`config.mk`:
```
export PLATFORM = sky130hd
export DESIGN_NAME = key_input_controller
export DESIGN_NICKNAME = d
export VERILOG_FILES = /design/src/rtl/key_input_controller.sv
export SDC_FILE = /design/constraint.sdc
export NUM_CORES = 1
export LEC_CHECK = 0
export CAP_MARGIN = 20
export CORE_AREA = 2 2 184 186
export DETAILED_ROUTE_END_ITERATION = 16
export DIE_AREA = 0 0 186 188
export PLACE_DENSITY = 0.72
export SLEW_MARGIN = 20
export SYNTH_ARGS = -nofsm -noshare
export SYNTH_HDL_FRONTEND = slang
export SYNTH_SLANG_ARGS = --single-unit
```
`constraint.sdc`:
```
create_clock -name CLOCK_50 -period 3.28 [get_ports CLOCK_50]
set_clock_uncertainty 0.05 [all_clocks]
set_input_delay 0.328 -clock CLOCK_50 [delete_from_list [all_inputs] [get_ports CLOCK_50]]
set_output_delay 0.328 -clock CLOCK_50 [all_outputs]
set_load 0.1 [all_outputs]
```
`src/rtl/key_input_controller.sv`:
```
// Key/switch front end: 2-flop sync, debounce, polarity normalisation, bank routing,
// per-key typematic repeat and long-press detection.
module key_input_controller #(
   parameter int unsigned NUM_KEYS         = 4,
   parameter int unsigned NUM_SW           = 3,
   parameter int unsigned SHIFT_SW         = 0,
   parameter int unsigned DBNC_CNT_W       = 16,
   parameter int unsigned KEY_ACTIVE_LOW   = 1,
   parameter int unsigned REPEAT_DELAY_CYC = 25000000,
   parameter int unsigned REPEAT_RATE_CYC  = 5000000,
   parameter int unsigned LONG_PRESS_CYC   = 50000000
) (
   input  logic                CLOCK_50,
   input  logic                RESET,
   input  logic [NUM_KEYS-1:0] KEY,
   input  logic [NUM_SW-1:0]   SW,
   input  logic                REPEAT_EN,
   output logic [NUM_SW-1:0]   CleanSWOut,
   output logic [NUM_KEYS-1:0] KEY_Reg,
   output logic [NUM_KEYS-1:0] CMD_Reg,
   output logic [NUM_KEYS-1:0] KEY_En,
   output logic [NUM_KEYS-1:0] CMD_En,
   output logic [NUM_KEYS-1:0] LongPress
);

   localparam int unsigned NUM_IN  = NUM_KEYS + NUM_SW;
   localparam logic        KAL     = (KEY_ACTIVE_LOW != 0);
   localparam int unsigned MAX_A   = (REPEAT_DELAY_CYC > REPEAT_RATE_CYC) ? REPEAT_DELAY_CYC : REPEAT_RATE_CYC;
   localparam int unsigned MAX_CYC = (MAX_A > LONG_PRESS_CYC) ? MAX_A : LONG_PRESS_CYC;
   localparam int unsigned TMR_W   = $clog2(MAX_CYC);
   localparam int unsigned HOLD_W  = $clog2(LONG_PRESS_CYC + 1);

   localparam logic [NUM_IN-1:0] REL_LVL  = {{NUM_SW{1'b0}}, {NUM_KEYS{KAL}}};
   localparam logic [TMR_W-1:0]  DLY_LD   = TMR_W'(REPEAT_DELAY_CYC - 1);
   localparam logic [TMR_W-1:0]  RATE_LD  = TMR_W'(REPEAT_RATE_CYC - 1);
   localparam logic [HOLD_W-1:0] HOLD_MAX = HOLD_W'(LONG_PRESS_CYC);
   localparam logic [HOLD_W-1:0] LP_FIRE  = HOLD_W'(LONG_PRESS_CYC - 1);

   typedef enum logic [1:0] {
      ST_IDLE,
      ST_DELAY,
      ST_REPEAT,
      ST_HOLD
   } key_state_e;

   logic [NUM_IN-1:0]     sync1_q, sync2_q, stable_q, stable_d;
   logic [DBNC_CNT_W-1:0] dbc_q [NUM_IN];
   logic [DBNC_CNT_W-1:0] dbc_d [NUM_IN];
   logic [NUM_KEYS-1:0]   pressed;

   key_state_e          state_q [NUM_KEYS];
   key_state_e          state_d [NUM_KEYS];
   logic [TMR_W-1:0]    timer_q [NUM_KEYS];
   logic [TMR_W-1:0]    timer_d [NUM_KEYS];
   logic [HOLD_W-1:0]   hold_q  [NUM_KEYS];
   logic [HOLD_W-1:0]   hold_d  [NUM_KEYS];
   logic [NUM_KEYS-1:0] bank_q, bank_d;
   logic [NUM_KEYS-1:0] pulse;
   logic [NUM_KEYS-1:0] key_en_q, key_en_d, cmd_en_q, cmd_en_d;

   always_comb begin
      stable_d = stable_q;
      for (int unsigned i = 0; i < NUM_IN; i++) begin
         dbc_d[i] = '0;
         if (sync2_q[i] != stable_q[i]) begin
            if (dbc_q[i] == '1) stable_d[i] = sync2_q[i];
            else                dbc_d[i]    = dbc_q[i] + 1'b1;
         end
      end
   end

   assign pressed    = stable_q[NUM_KEYS-1:0] ^ {NUM_KEYS{KAL}};
   assign CleanSWOut = stable_q[NUM_IN-1:NUM_KEYS];

   always_comb begin
      bank_d = bank_q;
      pulse  = '0;
      for (int unsigned i = 0; i < NUM_KEYS; i++) begin
         state_d[i] = state_q[i];
         timer_d[i] = timer_q[i];
         hold_d[i]  = hold_q[i];
         if (!pressed[i]) begin
            state_d[i] = ST_IDLE;
            timer_d[i] = '0;
            hold_d[i]  = '0;
         end else begin
            // Hold count runs in every held state, independent of the repeat path.
            if (state_q[i] != ST_IDLE && hold_q[i] != HOLD_MAX) hold_d[i] = hold_q[i] + 1'b1;
            case (state_q[i])
               ST_IDLE: begin
                  pulse[i]   = 1'b1;
                  timer_d[i] = DLY_LD;
                  hold_d[i]  = '0;
                  bank_d[i]  = stable_q[NUM_KEYS + SHIFT_SW];
                  state_d[i] = ST_DELAY;
               end
               ST_DELAY: begin
                  if (timer_q[i] == '0) begin
                     if (REPEAT_EN) begin
                        pulse[i]   = 1'b1;
                        timer_d[i] = RATE_LD;
                        state_d[i] = ST_REPEAT;
                     end else begin
                        state_d[i] = ST_HOLD;
                     end
                  end else begin
                     timer_d[i] = timer_q[i] - 1'b1;
                  end
               end
               ST_REPEAT: begin
                  if (!REPEAT_EN) begin
                     state_d[i] = ST_HOLD;
                     timer_d[i] = '0;
                  end else if (timer_q[i] == '0) begin
                     pulse[i]   = 1'b1;
                     timer_d[i] = RATE_LD;
                  end else begin
                     timer_d[i] = timer_q[i] - 1'b1;
                  end
               end
               ST_HOLD: ;
               default: state_d[i] = ST_IDLE;
            endcase
         end
      end
      key_en_d = pulse & ~bank_d;
      cmd_en_d = pulse & bank_d;
   end

   always_ff @(posedge CLOCK_50) begin
      if (RESET) begin
         sync1_q  <= REL_LVL;
         sync2_q  <= REL_LVL;
         stable_q <= REL_LVL;
         bank_q   <= '0;
         key_en_q <= '0;
         cmd_en_q <= '0;
         for (int unsigned i = 0; i < NUM_IN; i++) dbc_q[i] <= '0;
         for (int unsigned i = 0; i < NUM_KEYS; i++) begin
            state_q[i] <= ST_IDLE;
            timer_q[i] <= '0;
            hold_q[i]  <= '0;
         end
      end else begin
         sync1_q  <= {SW, KEY};
         sync2_q  <= sync1_q;
         stable_q <= stable_d;
         bank_q   <= bank_d;
         key_en_q <= key_en_d;
         cmd_en_q <= cmd_en_d;
         for (int unsigned i = 0; i < NUM_IN; i++) dbc_q[i] <= dbc_d[i];
         for (int unsigned i = 0; i < NUM_KEYS; i++) begin
            state_q[i] <= state_d[i];
            timer_q[i] <= timer_d[i];
            hold_q[i]  <= hold_d[i];
         end
      end
   end

   always_comb begin
      for (int unsigned i = 0; i < NUM_KEYS; i++) begin
         KEY_Reg[i]   = (state_q[i] != ST_IDLE) & ~bank_q[i];
         CMD_Reg[i]   = (state_q[i] != ST_IDLE) &  bank_q[i];
         LongPress[i] = (hold_q[i] == LP_FIRE);
      end
   end

   assign KEY_En = key_en_q;
   assign CMD_En = cmd_en_q;

endmodule

```
======== Word level (Yosys, flattened, before mapping) ========
Memory sizes are Yosys's and may differ from the RTL's.
Cells that the tools add are included.
word-level totals
  output and inout port bits .............. 23
  bits in writable memories ............... 328
  bits in registers ....................... 33
  input bits .............................. 10
  memories kept ........................... 4
  word-level logic and storage cells ...... 237
memory list
  memory   depth  bits a word  read ports  clocked after memory_dff  wr ports  RTL line  source
  dbc_q    7      16           7           0                         7         47        logic [DBNC_CNT_W-1:0] dbc_q [NUM_IN];
  hold_q   4      26           4           0                         4         55        logic [HOLD_W-1:0] hold_q [NUM_KEYS];
  timer_q  4      26           4           0                         4         53        logic [TMR_W-1:0] timer_q [NUM_KEYS];
  state_q  4      2            4           0                         4         51        key_state_e state_q [NUM_KEYS];
operators by class
  mux-type cells .......................... 118
  equality and inequality tests ........... 30
  reduce and logical (&&, ||, !) cells .... 23
  add/subtract/negate cells ............... 15
  bitwise logic cells ..................... 35
operators with widths
  cell                                                                   count
  26-bit 2-to-1 mux                                                      40
  16-bit 2-to-1 mux                                                      21
  26-bit case mux with 3 select lines                                    4
  16-bit by 1-bit adder with 16-bit output, second input constant        7
  16-bit equality test, second input constant                            7
  26-bit by 1-bit adder with 26-bit output, second input constant        4
  26-bit equality test, second input constant                            4
  26-bit logical NOT                                                     4
  26-bit != test, second input constant                                  4
  26-bit by 1-bit subtractor with 26-bit output, second input constant   4
  2-bit 2-to-1 mux                                                       16
  1-bit 2-to-1 mux                                                       29
  2-bit case mux with 3 select lines                                     4
  1-bit OR                                                               19
  2-bit AND reduction                                                    7
  1-bit case mux with 3 select lines                                     4
  1-bit AND                                                              8
  4-bit AND                                                              2
  2-bit by 1-bit equality test with 1-bit output, second input constant  4
  2-bit equality test, second input constant                             4
  2-bit logical NOT                                                      4
  4-bit NOT                                                              2
  2-bit nonzero test                                                     4
  1-bit != test                                                          7
  other kinds (2)                                                        8

======== Logic depth before layout (Yosys ltp) ========
An unclocked memory read counts as a cell.
  depth in word-level cells ............... 7
  gate-level depth with buffers ........... 10
  mapped depth without buffers ............ 7

======== Least setup slack after synthesis ========
OpenSTA, ideal clock, no wires.
  path type ............................... register -> output
  from .................................... memory hold_q[0][10] (netlist bit)
  to ...................................... output LongPress[0]
  arrival ................................. 4.413 ns
  setup slack ............................. -1.511 ns
  buffers on the path ..................... 0
  stages on the path, launching flop included .. 4
  data required time ...................... 2.902 ns
  path through ............................ dfxtp_1 -> or4b_2 -> or4_1 -> nor4_1
RTL lines
  element          RTL line  source
  start, declared  55
  end, declared    23        output logic [NUM_KEYS-1:0] LongPress

==> results.toml <==
[die]
io_pins = 33
die_area_mm2 = 0.0350
fp.coreArea_mm2 = 0.0331
die_height_um = 188
rows = 67
dieWidth_um = 186
start_util = 0.540

[min_path]
hold_class = "input pin to flip-flop"

[setup_path]
critPathMaxFanout = 6
r2r-end = "timer_q[0][6]"
worstSetupEndpointType = "primary output"
r2r-start = "timer_q[0][2]"
crit_slowest_cell = "or4b_2"
path_class = "flip-flop to primary output"
worstSetupStartpoint = "hold_q[0][10]"
slowest_delay_ps = 690
worstPathCellList = "or4b_2, or4_1, nor4_2, buf_12"
crit_required_ps = 2900
r2r_cells = 6
critical_path_arrival_ps = 2700
rrSetupSlack_ps = 600
path_buf_inv = 1
cp.depth = 4
cp-start-kind = "flip-flop"
crit_family = "simple AND/OR/NAND/NOR gates"
critical_path.endpoint = "LongPress[0]"

[clock_network]
clock_latency_ps = 540
cts_tree = "built"
clock_path_buffers = 3
hold_buffers = 0
ctsHtreeMaxLevel = 2
cts_root_buf = "clkbuf_16"
numCtsBuffers = 41
cts_sinks = 361
clkTransAtPathRegs_ps = 60
cts_resized = 0
cts_setup_buffers = 0

[sta]
finalSetupViolCount = 0
rsz0062_at_grt = "no"
finalCriticalPeriod_ps = 3080
finalMaxSlewViolations = 0
hold_viol_final = 0
max_freq_mhz = 324
worst_pin_slew_ps = 1010
maxSlewHeadroom = 0.328
hold-worst-slack_ps = 87.7
post-route-period-util = 0.940

[global_routing]
grt_usage = 0.228
grt_pass1_wl_mm = 68.4
antenna_found_initial = 1
grt_pass1_vias = 14600
grt_max_degree = 31
grt-ovfl-total = 0

[synthesis]
ys_seq_elements = 361
ys.flop_type = "dfxtp_1"
syn_nets = 2176
synth_cell_type_count = 71
ys_seq_area_frac = 0.404
avgSynthCellArea_um2 = 8.41
async_flop_share = 0
synthCells = 2126
synth_area_mm2 = 0.0179
yosys_warnings = 0
synth_edf_count = 0

[detailed_routing]
ant_nets = 0
routedWlPerCell_um = 15.3
drt_wl_total_mm = 40.0
firstDrtPassIters = 5
drt-initial-drc-count = 1009
vias = 15700
via_per_inst = 5.99
drc = 0

[layout]
diodes = 0
design_area_mm2 = 0.0200
layout_commonest_cell = "dfxtp_1"
instances_no_fill = 2616
drive_gt1_frac = 0.0876
final_nets = 2190
final_cell_mix = "dfxtp_1, nor2_1, a21oi_1"
area_growth_syn_to_layout_pct = 11.6

[power]
sw_frac_of_total = 0.203
p_per_area_mw_per_mm2 = 449
power_frac_comb = 0.006
power_uw = 8970
internal-power_uw = 7150
leakage_uw = 0.00712
clock_power_share = 0.503
p_seq_frac = 0.491
p_switching_uw = 1820
ir_drop_mv = 0.399

[status]
status = "finished clean"

[placed_design]
post_dp_cell_area_mm2 = 0.0186
dp_cells = 2545
dp_hpwl_mm = 27.0
place_congestion = 0.894
portBuffers = 32

[run]
maxCapViolCount = 0
-- per-layer routing --
| layer | track usage | part of all wire |
|---|---|---|
| met1 | 0.304 | 0.45 |
| met4 | 0.0697 | 0.021 |
| met3 | 0.0344 | 0.057 |
| met5 | 0 | 0 |
| met2 | 0.381 | 0.47 |
-- sequential cells by signal, indices dropped and copies added (netlist names) --
signal    cells
CMD_En        4
KEY_En        4
bank_q        4
dbc_q       112
hold_q      104
stable_q      7
state_q       8
sync1_q       7
sync2_q       7
timer_q     104
-- power groups by stage --
| stage | Combinational, uW | Clock (uW) | Sequential [uW] |
|---|---|---|---|
| 4_1_cts | 53.3 | 4620 | 4400 |
| 3_3_place_gp | 52.0 | 0 | 4500 |
| 2_1_floorplan | 30.9 | 0 | 4500 |
| 3_5_place_dp | 53.0 | 0 | 4500 |
| 5_1_grt | 58.5 | 4810 | 4400 |
| 6_report | 52.8 | 4510 | 4400 |
-- worst reg2reg max path, stage by stage (launching register included) --
cell and delay [ps]:
dfxtp_1 380, or4_4 600, nor4_1 290, buf_4 220
a31o_2 480, o21ai_1 360, a21oi_1 220
-- synth_stat cells (all sizes together), types with 53 or more instances --
library cell	count	area, um2
xnor2	108	946
dfxtp	361	7230
o21ai	97	489
inv	69	259
o31ai	53	398
nand2	114	430
a21oi	136	681
nor2	281	1060
xor2	75	657
nand4	63	394
nand3	94	470
nor4	62	443
nor3	64	320
clkbuf	69	259
-- cells by family (layout without fill, tap and decap cells) --
group,Yosys count,in the layout,share of synthesized area
buffers and inverters,159,201,0.0352
multiplexers,11,11,0.00615
flip-flops,361,361,0.404
AO/OA/AOI/OAI,423,423,0.155
adder cells (fa/ha/maj),40,40,0.0280
AND/OR/NAND/NOR,949,949,0.282
XOR/XNOR,183,183,0.0896
-- per-stage QoR --
stage,util,TNS [ps],setup slack (ps)
after global routing,0.603,0,127
after global placement,0.562,0,418
final,0.603,0,197
after CTS,0.603,0,161
after detailed placement,0.562,0,314
after floorplan,-,-361,-361
-- how the worst min path moves through the flow --
stage | slack (ps) | to | from | depth (start not counted)
floorplan | 340 | sync2_q[0] | sync1_q[0] | 1
global placement | 340 | sync2_q[2] | sync1_q[2] | 1
detailed placement | 340 | sync2_q[2] | sync1_q[2] | 1
CTS | 70 | bank_q[0] | RESET | 2
global route | 80 | bank_q[0] | RESET | 2
finish | 90 | bank_q[0] | RESET | 2
-- final cells by class --
type	count	area [um2]
Fill cell	2883	13200
Multi-Input combinational cell	1606	10100
Sequential cell	361	7230
Clock buffer	55	1170
Tap cell	448	561
Timing Repair Buffer	61	513
Inverter	69	259
Clock inverter	16	166
No activity file was read; power rests on OpenSTA's default activity.
